### src/rtl/bhand_src.sv
// Burst source: emits burst_len incrementing beats on a valid/ready stream, then pulses done.
// Optional inter-beat idle gaps are compiled in with `define BHAND_SRC_GAP_EN.
module bhand_src #(
  parameter int DATA_WIDTH  = 8,
  parameter int COUNT_WIDTH = 4
) (
  input  logic                   clk,
  input  logic                   rst,
  input  logic                   start,
  input  logic [DATA_WIDTH-1:0]  first_data,
  input  logic [COUNT_WIDTH-1:0] burst_len,
  input  logic [COUNT_WIDTH-1:0] gap_len,
  output logic [DATA_WIDTH-1:0]  odata,
  output logic                   odata_vld,
  input  logic                   odata_rdy,
  output logic                   busy,
  output logic                   done,
  output logic [COUNT_WIDTH-1:0] sent_cnt
);

`ifdef BHAND_SRC_GAP_EN
  typedef enum logic [1:0] {IDLE, SEND, GAP, DONE} state_t;
  logic [COUNT_WIDTH-1:0] gap_q;
  logic [COUNT_WIDTH-1:0] gcnt_q;
`else
  typedef enum logic [1:0] {IDLE, SEND, DONE} state_t;
  logic unused_gap;
  assign unused_gap = ^gap_len;
`endif

  state_t                 state_q;
  logic [DATA_WIDTH-1:0]  data_q;
  logic                   vld_q;
  logic                   busy_q;
  logic                   done_q;
  logic [COUNT_WIDTH-1:0] cnt_q;
  logic [COUNT_WIDTH-1:0] len_q;
  logic [COUNT_WIDTH-1:0] cnt_d;

  // cnt_q never exceeds len_q, so the increment cannot wrap even at the maximum length.
  assign cnt_d = cnt_q + COUNT_WIDTH'(1);

  always_ff @(posedge clk or posedge rst) begin
    if (rst) begin
      state_q <= IDLE;
      data_q  <= '0;
      vld_q   <= 1'b0;
      busy_q  <= 1'b0;
      done_q  <= 1'b0;
      cnt_q   <= '0;
      len_q   <= '0;
`ifdef BHAND_SRC_GAP_EN
      gap_q   <= '0;
      gcnt_q  <= '0;
`endif
    end else begin
      done_q <= 1'b0;
      case (state_q)
        IDLE: begin
          if (start) begin
            len_q  <= burst_len;
            cnt_q  <= '0;
            data_q <= first_data;
`ifdef BHAND_SRC_GAP_EN
            gap_q  <= gap_len;
`endif
            if (burst_len != '0) begin
              state_q <= SEND;
              vld_q   <= 1'b1;
              busy_q  <= 1'b1;
            end else begin
              state_q <= DONE;
              done_q  <= 1'b1;
            end
          end
        end
        SEND: begin
          if (vld_q && odata_rdy) begin
            data_q <= data_q + DATA_WIDTH'(1);
            cnt_q  <= cnt_d;
`ifdef BHAND_SRC_GAP_EN
            if (gap_q != '0) begin
              state_q <= GAP;
              vld_q   <= 1'b0;
              gcnt_q  <= gap_q;
            end else
`endif
            if (cnt_d == len_q) begin
              state_q <= DONE;
              vld_q   <= 1'b0;
              busy_q  <= 1'b0;
              done_q  <= 1'b1;
            end
          end
        end
`ifdef BHAND_SRC_GAP_EN
        GAP: begin
          // Leave after exactly gap_q idle cycles; cnt_q == len_q marks the final beat.
          if (gcnt_q == COUNT_WIDTH'(1)) begin
            if (cnt_q == len_q) begin
              state_q <= DONE;
              busy_q  <= 1'b0;
              done_q  <= 1'b1;
            end else begin
              state_q <= SEND;
              vld_q   <= 1'b1;
            end
          end else begin
            gcnt_q <= gcnt_q - COUNT_WIDTH'(1);
          end
        end
`endif
        DONE:    state_q <= IDLE;
        default: state_q <= IDLE;
      endcase
    end
  end

  assign odata     = data_q;
  assign odata_vld = vld_q;
  assign busy      = busy_q;
  assign done      = done_q;
  assign sent_cnt  = cnt_q;

endmodule

### config.mk
export PLATFORM = sky130hd
export DESIGN_NAME = bhand_src
export DESIGN_NICKNAME = d
export VERILOG_FILES = /design/src/rtl/bhand_src.sv
export SDC_FILE = /design/constraint.sdc
export NUM_CORES = 1
export LEC_CHECK = 0
export ABC_AREA = 1
export ABC_CLOCK_PERIOD_IN_PS = 1630
export CORE_UTILIZATION = 60
export CTS_CLUSTER_SIZE = 20
export DETAILED_ROUTE_END_ITERATION = 7
export DONT_BUFFER_PORTS = 1
export GPL_ROUTABILITY_DRIVEN = 0
export MAX_ROUTING_LAYER = met4
export PLACE_DENSITY_LB_ADDON = 0.05
export REMOVE_ABC_BUFFERS = 1
export SETUP_SLACK_MARGIN = 0.5
export SLEW_MARGIN = 15
export SYNTH_ARGS = -nofsm -noshare
export SYNTH_HDL_FRONTEND = slang
export SYNTH_SLANG_ARGS = --single-unit
### constraint.sdc
create_clock -name clk -period 1.63 [get_ports clk]
set_input_delay 0.326 -clock clk [delete_from_list [all_inputs] [get_ports clk]]
set_output_delay 0.326 -clock clk [all_outputs]
set_load 0.05 [all_outputs]
==> results of run 1 <==
==> metrics by stage <==
stage                     worst slack [ns]  cells
after floorplan                     -0.259    156
after global placement               0.281    194
after detailed placement             0.248    194
after CTS                            0.244    217
==> cell usage after synthesis (2+ instances only) <==
cell / n / area, um2
nand3_2: 2 / 20.0
nand2_2: 3 / 18.8
inv_2: 3 / 11.3
inv_4: 2 / 12.5
nand2_4: 2 / 22.5
nor2_1: 17 / 63.8
inv_1: 21 / 78.8
nand3_1: 14 / 70.1
o21ai_1: 3 / 15.0
o21ai_0: 11 / 55.1
a21oi_1: 9 / 45.0
dfrtp_1: 20 / 500
buf_8: 2 / 30.0
nand4_1: 4 / 25.0
nand2_1: 36 / 135
ha_1: 2 / 25.0
==> logic make-up after synthesis <==
| logic type | Yosys count | share of synthesized area |
|---|---|---|
| simple gates | 82 | 0.331 |
| buf+inv | 30 | 0.120 |
| compound gates | 26 | 0.113 |
| flops | 20 | 0.415 |
| fa+ha+maj | 2 | 0.0207 |
==> repair_timing <==
item / CTS
setup endpoints to repair: 31
hold buffers: 1
setup buffers: 18
pin swaps: 11
endpoints found under the hold margin: 20
cloned: 0
gates resized for setup: 31
==> impl_metrics.yaml, run 1 <==
run_status:
  status: "aborted with a tool error"
  lastStage: "global routing (5_1_grt)"
  run.stop_error: "[ERROR DPL-0038] Utilization greater than 100%, impossible to legalize"
synth:
  synth_edf_count: 0
  synth_async_sr_flop_share: 1.00
  ys_types: 25
  netlist_area_um2: 1210
  yosys_warnings: 0
  ys.flop_type: "dfrtp_1"
  avgSynthCellArea_um2: 7.54
  synthCells: 160
  ys_ff_latch: 20
  seq_area_frac_synth: 0.415
grt:
  grt_max_degree: 21
floorplan:
  initial_core_util: 0.669
  pin_count: 35
  die_w_um: 46.8
  dieHeight_um: 46.8
  rows: 15
place:
  dpl_cell_area_um2: 1290
  dp_hpwl_um: 1740
  io_buffers: 0
clock_network:
  cts_made_buffers: 3
  ctsHtreeMaxLevel: 1
  cts_root_buffer: "clkbuf_4"
  cts_sinks: 20
  cts_buffer_depth: 2
timing:
  worst_endpoint_kind: "sequential cell input"
  worst_endpoint: "busy$_DFFE_PP0P_/D"
==> run 2: changes to the inputs <==
CORE_AREA = 2 2 63 65   (was not set)
CORE_UTILIZATION = not set   (was 60)
CTS_CLUSTER_SIZE = not set   (was 20)
DIE_AREA = 0 0 65 67   (was not set)
MAX_ROUTING_LAYER = not set   (was met4)
PLACE_DENSITY_LB_ADDON = 0.15   (was 0.05)
SETUP_SLACK_MARGIN = not set   (was 0.5)
==> run 2 against run 1 <==
The run now ends clean. Synthesized area is the same. Synthesized cell count is the same.
==> impl_metrics.yaml, run 2 <==
grt:
  track_usage: 0.137
  antenna_found_initial: 0
  grt_pass1_vias: 1080
  grt_overflow_total: 0
  grt_max_degree: 21
  grt_pass1_wl_um: 4610
route:
  dr.pass1.iters: 5
  totalWireLength_um: 2670
  drt_first_iter_violations: 37
  vias_per_cell: 4.66
  ant_nets: 0
  avgRoutedWirePerCell_um: 12.0
  drc: 0
  vias: 1040
floorplan:
  dieHeight_um: 67
  rows: 22
  pin_count: 35
  dieArea_um2: 4360
  initial_core_util: 0.334
  core_area_um2: 3610
  die_w_um: 65
timing:
  fin_setup_tns_ns: 0
  rsz0062_at_grt: "false"
  timing.fmax_ghz: 0.712
  whs_ns: 0.221
  finalSetupViolCount: 0
  period_share: 0.862
  min_period_ns: 1.40
  hold_viol: 0
  slew_viol_final: 0
  timing.final.ws_setup_ns: 0.226
  finClkSkew_ns: 0.00647
  relSlewSlack: 0.694
  tightest_slew_ns: 0.460
critical_path:
  crit_chain: "ha_1 > inv_1 > nor2_1 > nor2_1 > nand3_1 > nor2_2 > nand3_2 > nand2_1 > inv_1"
  cp.required_ns: 1.79
  reg2reg_to: "busy"
  reg2reg_from: "sent_cnt[0]"
  max_stage_delay_ns: 0.39
  critical_path_arrival_ns: 1.56
  critPathBufInv: 2
  critPathLaunchType: "flop"
  crit_fanout: 3
  r2r_cells: 9
  rrSetupSlack_ns: 0.23
  critical_path.slowest_cell: "dfrtp_1"
  crit_family: "simple AND/OR/NAND/NOR gates"
  end_kind: "flop"
  crit_type: "flop to flop"
worst_hold_path:
  hold_depth: 2
  hp-start: "first_data[1]"
  hold_end: "odata[1]"
  worst_hold_path_type: "primary input to flop"
final_layout:
  fillers: 391
  final_nets: 198
  fin_area_um2: 1390
  drive_gt1_frac: 0.194
  antenna_cells: 0
  final_cell_mix: "36 x nand2_1, 21 x inv_1, 20 x dfrtp_1"
  fin_cells: 223
  layout_commonest_cell: "nand2_1"
  largest_reg_flops: 8
  area_delta_synth_final_pct: 15.6
clock_network:
  ctsHtreeMaxLevel: 1
  insertion_delay_ns: 0.26
  cts_buffer_depth: 2
  cts_tree: "done"
  cts_sinks: 20
  cts_root_buffer: "clkbuf_8"
  clk_pin_slew_ns: 0.08
  cts_setup_buffers: 0
  cts_made_buffers: 3
synth:
  netlist_area_um2: 1210
  synthAdderAreaFrac: 0.0207
  synthCells: 160
  yosys_warnings: 0
  synth_top_area_frac: 0.415
  synthMuxAreaShare: 0
  avgSynthCellArea_um2: 7.54
  synth.top_cells.by_area: "dfrtp_1 41%, nand2_1 11%, inv_1 6.5%, nand3_1 5.8%, nor2_1 5.3%"
  ys_ff_latch: 20
  synth_top_family_by_area: "simple AND/OR/NAND/NOR gates"
  synth_edf_count: 0
  seq_area_frac_synth: 0.415
  synth_top_area_cell: "dfrtp_1"
  synth_commonest_cells: "36 x nand2_1, 21 x inv_1, 20 x dfrtp_1"
  synth-xor-area-share: 0
  synthSimpleGateAreaFrac: 0.331
  synth_async_sr_flop_share: 1.00
  synth_compound_area_frac: 0.113
  yosys.cell_count.top_type: "nand2_1"
  ys_types: 25
  ys.flop_type: "dfrtp_1"
pwr:
  p_leak_nw: 0.715
  ir_worst_vdd_mv: 0.956
  power.density_nw_per_um2: 2540
place:
  io_buffers: 0
  dp_cells: 218
  dp_hpwl_um: 2010
  pre_cts_ws_ns: 0.236
  dpl_cell_area_um2: 1330
run_status:
  status: "finished, final reports clean"
job:
  maxCapViolCount: 0
-- run 2: logic make-up after synthesis --
| family | Yosys count |
|---|---|
| simple gates | 82 |
| buf+inv | 30 |
| compound gates | 26 |
| flops | 20 |
| fa+ha+maj | 2 |
-- run 2: cell type report --
class	instances	area [um2]	area share
multi-input cells	110	561	0.402
flip-flops and latches	20	500	0.359
repair buffers	15	115	0.0826
inverters	26	103	0.0736
well taps	48	60.1	0.0431
clock buffers	4	55.1	0.0395
-- run 2: per-layer routing --
metal / wire length, um / share of wire / up-vias / global-route usage
met4: 23 / 0.0086 / 0 / 0.0559
met1: 1230 / 0.46 / 472 / 0.162
met3: 126 / 0.047 / 4 / 0.0270
met2: 1280 / 0.48 / 23 / 0.241
li1: - / - / 541 / -
met5: 0 / 0 / - / 0
-- run 2: how the worst max path moves through the flow --
stage,to,slack (ns),startpoint,cells past startpoint
floorplan,odata[4],-0.26,busy,6
global placement,busy,0.27,sent_cnt[0],9
detailed placement,busy,0.24,sent_cnt[0],9
CTS,busy,0.21,sent_cnt[0],9
global route,busy,0.1,sent_cnt[0],9
finish,busy,0.23,sent_cnt[0],9
-- run 2: worst register-to-register path, cell delays in order (launching register included) --
cell and delay [ns]:
dfrtp_1 0.39, ha_1 0.28, inv_1 0.10, nor2_1 0.05
nor2_1 0.09, nand3_1 0.09, nor2_2 0.11, nand3_2 0.09
nand2_1 0.07, inv_1 0.03
-- run 2: repair_timing --
item	CTS	global route
hold endpoints to repair	20	0
hold buffers	1	0
resized for setup	0	0
endpoints found under the setup margin	0	0
-- run 2: metrics by stage --
stage | power (mW) | util
2_1_floorplan | 2.63 | -
3_3_place_gp | 3.13 | 0.368
3_5_place_dp | 3.19 | 0.368
4_1_cts | 3.59 | 0.387
5_1_grt | 3.87 | 0.387
6_report | 3.54 | 0.387
-- run 2: power by group --
| group | internal (mW) | total [mW] | leakage [nW] | switching (mW) |
|---|---|---|---|---|
| clock | 0.215 | 0.384 | 0.0288 | 0.169 |
| combinational | 0.641 | 2.19 | 0.445 | 1.55 |
| sequential | 0.734 | 0.971 | 0.241 | 0.237 |
| total | 1.59 | 3.54 | 0.715 | 1.95 |
Note: power is estimated with default switching activity, not from simulation.
==> run 3: changes to the inputs <==
--- a/config.mk
+++ b/config.mk
@@ -9,4 +9,5 @@
 export ABC_CLOCK_PERIOD_IN_PS = 1630
 export CORE_AREA = 2 2 63 65
+export CTS_BUF_LIST = sky130_fd_sc_hd__clkbuf_16
 export DETAILED_ROUTE_END_ITERATION = 7
 export DIE_AREA = 0 0 65 67
==> constraint.sdc (replaced) <==
create_clock -name clk -period 1.63 [get_ports clk]
set_input_delay 0.326 -clock clk [delete_from_list [all_inputs] [get_ports clk]]
set_output_delay 0.326 -clock clk [all_outputs]
set_load 0.005 [all_outputs]
==> run 3 against run 2 <==
The run now ends with hold timing left. Clock-buffer cell count is 1 lower. Fmax is 2.7% lower. Worst hold slack worse by 0.23 ns. Largest cell class unchanged.
==> impl_metrics.yaml, run 3 (synthesized netlist as in run 2, its figures left out) <==
clock_network:
  ctsHtreeMaxLevel: 1
  cts_root_buffer: "clkbuf_16"
  cts_hold_buf: 0
  cts_tree: "done"
  clk_pin_slew_ns: 0.06
  insertion_delay_ns: 0.25
  cts_buffer_depth: 2
  cts_made_buffers: 3
  cts_sinks: 20
  cts_setup_buffers: 0
  ctsResizeCount: 0
timing:
  period_share: 0.885
  timing.fmax_ghz: 0.693
  whs_ns: -0.00642
  hold_viol: 20
  min_period_ns: 1.44
  fin_setup_tns_ns: 0
  relSlewSlack: 0.820
  finClkSkew_ns: 0.00281
  finalSetupViolCount: 0
  tightest_slew_ns: 0.269
  rsz0062_at_grt: "false"
  slew_viol_final: 0
final_layout:
  fillers: 381
  antenna_cells: 0
  fin_util: 0.365
  multi_input_area_um2: 561
  final_cell_mix: "36 x nand2_1, 21 x inv_1, 20 x dfrtp_1"
  area_delta_synth_final_pct: 9.23
  largest_reg_flops: 8
  fin_cells: 210
  seqCellArea_um2: 500
  drive_gt1_frac: 0.130
  final_nets: 185
  layout_commonest_cell: "nand2_1"
critical_path:
  crit_chain: "ha_1 > inv_1 > nor2_1 > nor2_1 > nand3_1 > nor2_2 > nand3_2 > nand2_1 > inv_1"
  max_stage_delay_ns: 0.45
  crit_family: "simple AND/OR/NAND/NOR gates"
  critical_path_arrival_ns: 1.59
  end_kind: "flop"
  cp.required_ns: 1.78
  crit_fanout: 6
  critPathLaunchType: "flop"
  critical_path.slowest_cell: "dfrtp_1"
  reg2reg_from: "sent_cnt[1]"
  critPathBufInv: 2
  crit_type: "flop to flop"
  startpoint: "sent_cnt[1]"
pwr:
  ir_worst_vdd_mv: 0.806
  p_leak_nw: 0.662
  power.density_nw_per_um2: 2140
grt:
  grt_max_degree: 21
  track_usage: 0.142
  grt_pass1_wl_um: 4700
  antenna_found_initial: 0
  grt_overflow_total: 0
  grt_pass1_vias: 1046
route:
  drc: 0
  avgRoutedWirePerCell_um: 12.2
  totalWireLength_um: 2560
  vias_per_cell: 4.74
  drt_first_iter_violations: 52
  dr.pass1.iters: 4
  ant_nets: 0
  vias: 995
place:
  dp_cells: 206
  dp_hpwl_um: 1910
  io_buffers: 0
floorplan:
  dieHeight_um: 67
  rows: 22
  initial_core_util: 0.334
  pin_count: 35
  dieArea_um2: 4360
  core_area_um2: 3610
  die_w_um: 65
run_status:
  violations: "hold timing"
  status: "finished, violations left"
job:
  maxCapViolCount: 0
worst_hold_path:
  worst_hold_path_type: "primary input to async pin"
-- run 3: cell types whose count changed in the layout (fill, tap and decap cells not counted), sizes merged --
cell and change:
buf -12, clkbuf -1, clkinv +1, dlygate4sd3 -1
-- run 3: cell type report --
type | instances | share of cell area
Sequential cell | 20 | 0.380
Inverter | 26 | 0.0779
Clock inverter | 1 | 0.00285
Multi-Input combinational cell | 110 | 0.425
Tap cell | 48 | 0.0456
Timing Repair Buffer | 2 | 0.0114
Clock buffer | 3 | 0.0570
-- run 3: stage by stage --
stage               worst slack, ns  total power, mW  instance area, um2  hold WS (ns)
CTS                           0.161             2.86                1320       0.00354
detailed placement            0.179             2.34                1240         0.273
finish                        0.187             2.82                1320      -0.00642
global route                 0.0414             3.17                1320        0.0289
global placement              0.189             2.31                1240         0.269
floorplan                     0.243             2.03                1160         0.290
-- run 3: path summary, 6_finish.rpt --
kind | endpoint | slack (ns) | depth (start not counted)
worst min-delay path | len_q[1] | -0.006 | 2
worst max register to register | busy | 0.19 | 9
worst max-delay path | busy | 0.19 | 9
min in group clk | odata[1] | 0.23 | 2
max in group asynchronous | odata[3] | 1.42 | 2
worst min register to register | len_q[0] | 0.52 | 2
-- run 3: metal layers --
layer / part of all wire / GRT usage / wire (um)
met1: 0.45 / 0.175 / 1160
met2: 0.48 / 0.240 / 1220
met3: 0.061 / 0.0389 / 155
met4: 0.0090 / 0.0479 / 23
met5: 0 / 0 / 0
-- run 3: power by group --
part | switching [mW] | internal (mW)
clock | 0.181 | 0.327
combinational | 0.838 | 0.458
sequential | 0.282 | 0.736
total | 1.30 | 1.52
==> run 4: changes to the inputs <==
RECOVER_POWER = 50   (was not set)
==> run 4 against run 3 <==
Global-route usage is the same. Clock-buffer cell count stayed put. Non-clock buffer count unchanged. Die area stayed put. Utilization decreased by 0.10 points. Critical endpoint unchanged. Via count down 0.30%. The run now ends clean.
==> impl_metrics.yaml, run 4 (synthesized netlist as in run 2, its figures left out) <==
critical_path:
  reg2reg_from: "sent_cnt[1]"
  crit_fanout: 6
  rrSetupSlack_ns: 0.19
  r2r_cells: 9
  critPathLaunchType: "flop"
  reg2reg_to: "busy"
  max_stage_delay_ns: 0.45
  crit_type: "flop to flop"
  end_kind: "flop"
  critical_path_arrival_ns: 1.58
  critical_path.slowest_cell: "dfrtp_1"
  crit_chain: "ha_1 > inv_1 > nor2_1 > nor2_1 > nand3_1 > nor2_2 > nand3_2 > nand2_1 > inv_1"
  startpoint: "sent_cnt[1]"
  cp.required_ns: 1.78
route:
  vias_per_cell: 4.72
  vias: 992
  drc: 0
  totalWireLength_um: 2570
  avgRoutedWirePerCell_um: 12.2
  drt_first_iter_violations: 43
  dr.pass1.iters: 5
  ant_nets: 0
final_layout:
  layout_commonest_cell: "nand2_1"
  area_delta_synth_final_pct: 8.92
  fin_area_um2: 1310
  largest_reg_flops: 8
  multi_input_area_um2: 561
  fillers: 383
  final_nets: 185
  fin_util: 0.364
  drive_gt1_frac: 0.123
  antenna_cells: 0
  seqCellArea_um2: 500
  final_cell_mix: "36 x nand2_1, 21 x inv_1, 20 x dfrtp_1"
timing:
  relSlewSlack: 0.238
  slew_viol_final: 0
  min_period_ns: 1.44
  finalSetupViolCount: 0
  hold_viol: 0
  finClkSkew_ns: 0.00278
  whs_ns: 0.232
  tightest_slew_ns: 1.14
  fin_setup_tns_ns: 0
  period_share: 0.882
  rsz0062_at_grt: "false"
  timing.fmax_ghz: 0.695
place:
  io_buffers: 0
  dp_hpwl_um: 1910
  dpl_cell_area_um2: 1240
pwr:
  seqPwrFrac: 0.361
  clock_power_share: 0.180
  p_leak_nw: 0.659
  netSwitchingPower_mw: 1.30
  total_power_mw: 2.82
  power.internal_mw: 1.52
  ir_worst_vdd_mv: 0.806
  comb_power_share: 0.459
  swShare: 0.462
  power.density_nw_per_um2: 2150
grt:
  track_usage: 0.142
  antenna_found_initial: 0
  grt_max_degree: 21
  grt_overflow_total: 0
  grt_pass1_wl_um: 4700
  grt_pass1_vias: 1046
floorplan:
  dieHeight_um: 67
  core_area_um2: 3610
  dieArea_um2: 4360
  rows: 22
  pin_count: 35
  die_w_um: 65
  initial_core_util: 0.334
clock_network:
  cts_setup_buffers: 0
  ctsHtreeMaxLevel: 1
  cts_hold_buf: 0
  ctsResizeCount: 0
  clk_pin_slew_ns: 0.06
  cts_made_buffers: 3
  insertion_delay_ns: 0.25
  cts_root_buffer: "clkbuf_16"
  cts_sinks: 20
  cts_tree: "done"
  cts_buffer_depth: 2
worst_hold_path:
  worst_hold_path_type: "primary input to flop"
  hp-start: "first_data[1]"
  hold_end: "odata[1]"
  hold_depth: 2
job:
  maxCapViolCount: 0
run_status:
  status: "finished, final reports clean"
## run 4: routing by layer
metal  vias up  share of wire  track usage
met3         2          0.053       0.0389
met5         -              0            0
met4         0         0.0090       0.0479
li1        516              -            -
met1       456           0.47        0.175
met2        18           0.47        0.240
## run 4: worst max path at each step
| stage | slack (ns) | to | depth (start not counted) |
|---|---|---|---|
| 2_1_floorplan | 0.24 | busy | 9 |
| 3_3_place_gp | 0.19 | busy | 9 |
| 3_5_place_dp | 0.18 | busy | 9 |
| 4_1_cts | 0.16 | busy | 9 |
| 5_1_grt | 0.04 | busy | 9 |
| 6_report | 0.19 | busy | 9 |
## run 4: power groups by stage
stage | registers [mW] | logic [mW] | clock network, mW
2_1_floorplan | 0.977 | 1.05 | 0
3_3_place_gp | 1.02 | 1.29 | 0
3_5_place_dp | 1.03 | 1.31 | 0
4_1_cts | 1.02 | 1.32 | 0.523
5_1_grt | 1.07 | 1.55 | 0.546
6_report | 1.02 | 1.30 | 0.508
## run 4: metrics by stage
step / std cells / setup slack [ns]
floorplan: 156 / 0.243
global placement: 206 / 0.189
detailed placement: 206 / 0.179
CTS: 210 / 0.161
global route: 210 / 0.0414
finish: 210 / 0.192
## run 4: worst max-delay path: cells and delay by family, from the launching register on
family                     cells  cell delay, ns
and+or+nand+nor                6            0.46
DFF                            1            0.45
adders and majority gates      1            0.30
buffers and inverters          2            0.11
## run 4: cell type report
type | count | area share
multi-input combinational | 110 | 0.427
sequential | 20 | 0.381
inverter | 26 | 0.0781
clock buffer | 3 | 0.0571
tap | 48 | 0.0457
timing repair buffer | 2 | 0.00857
clock inverter | 1 | 0.00286
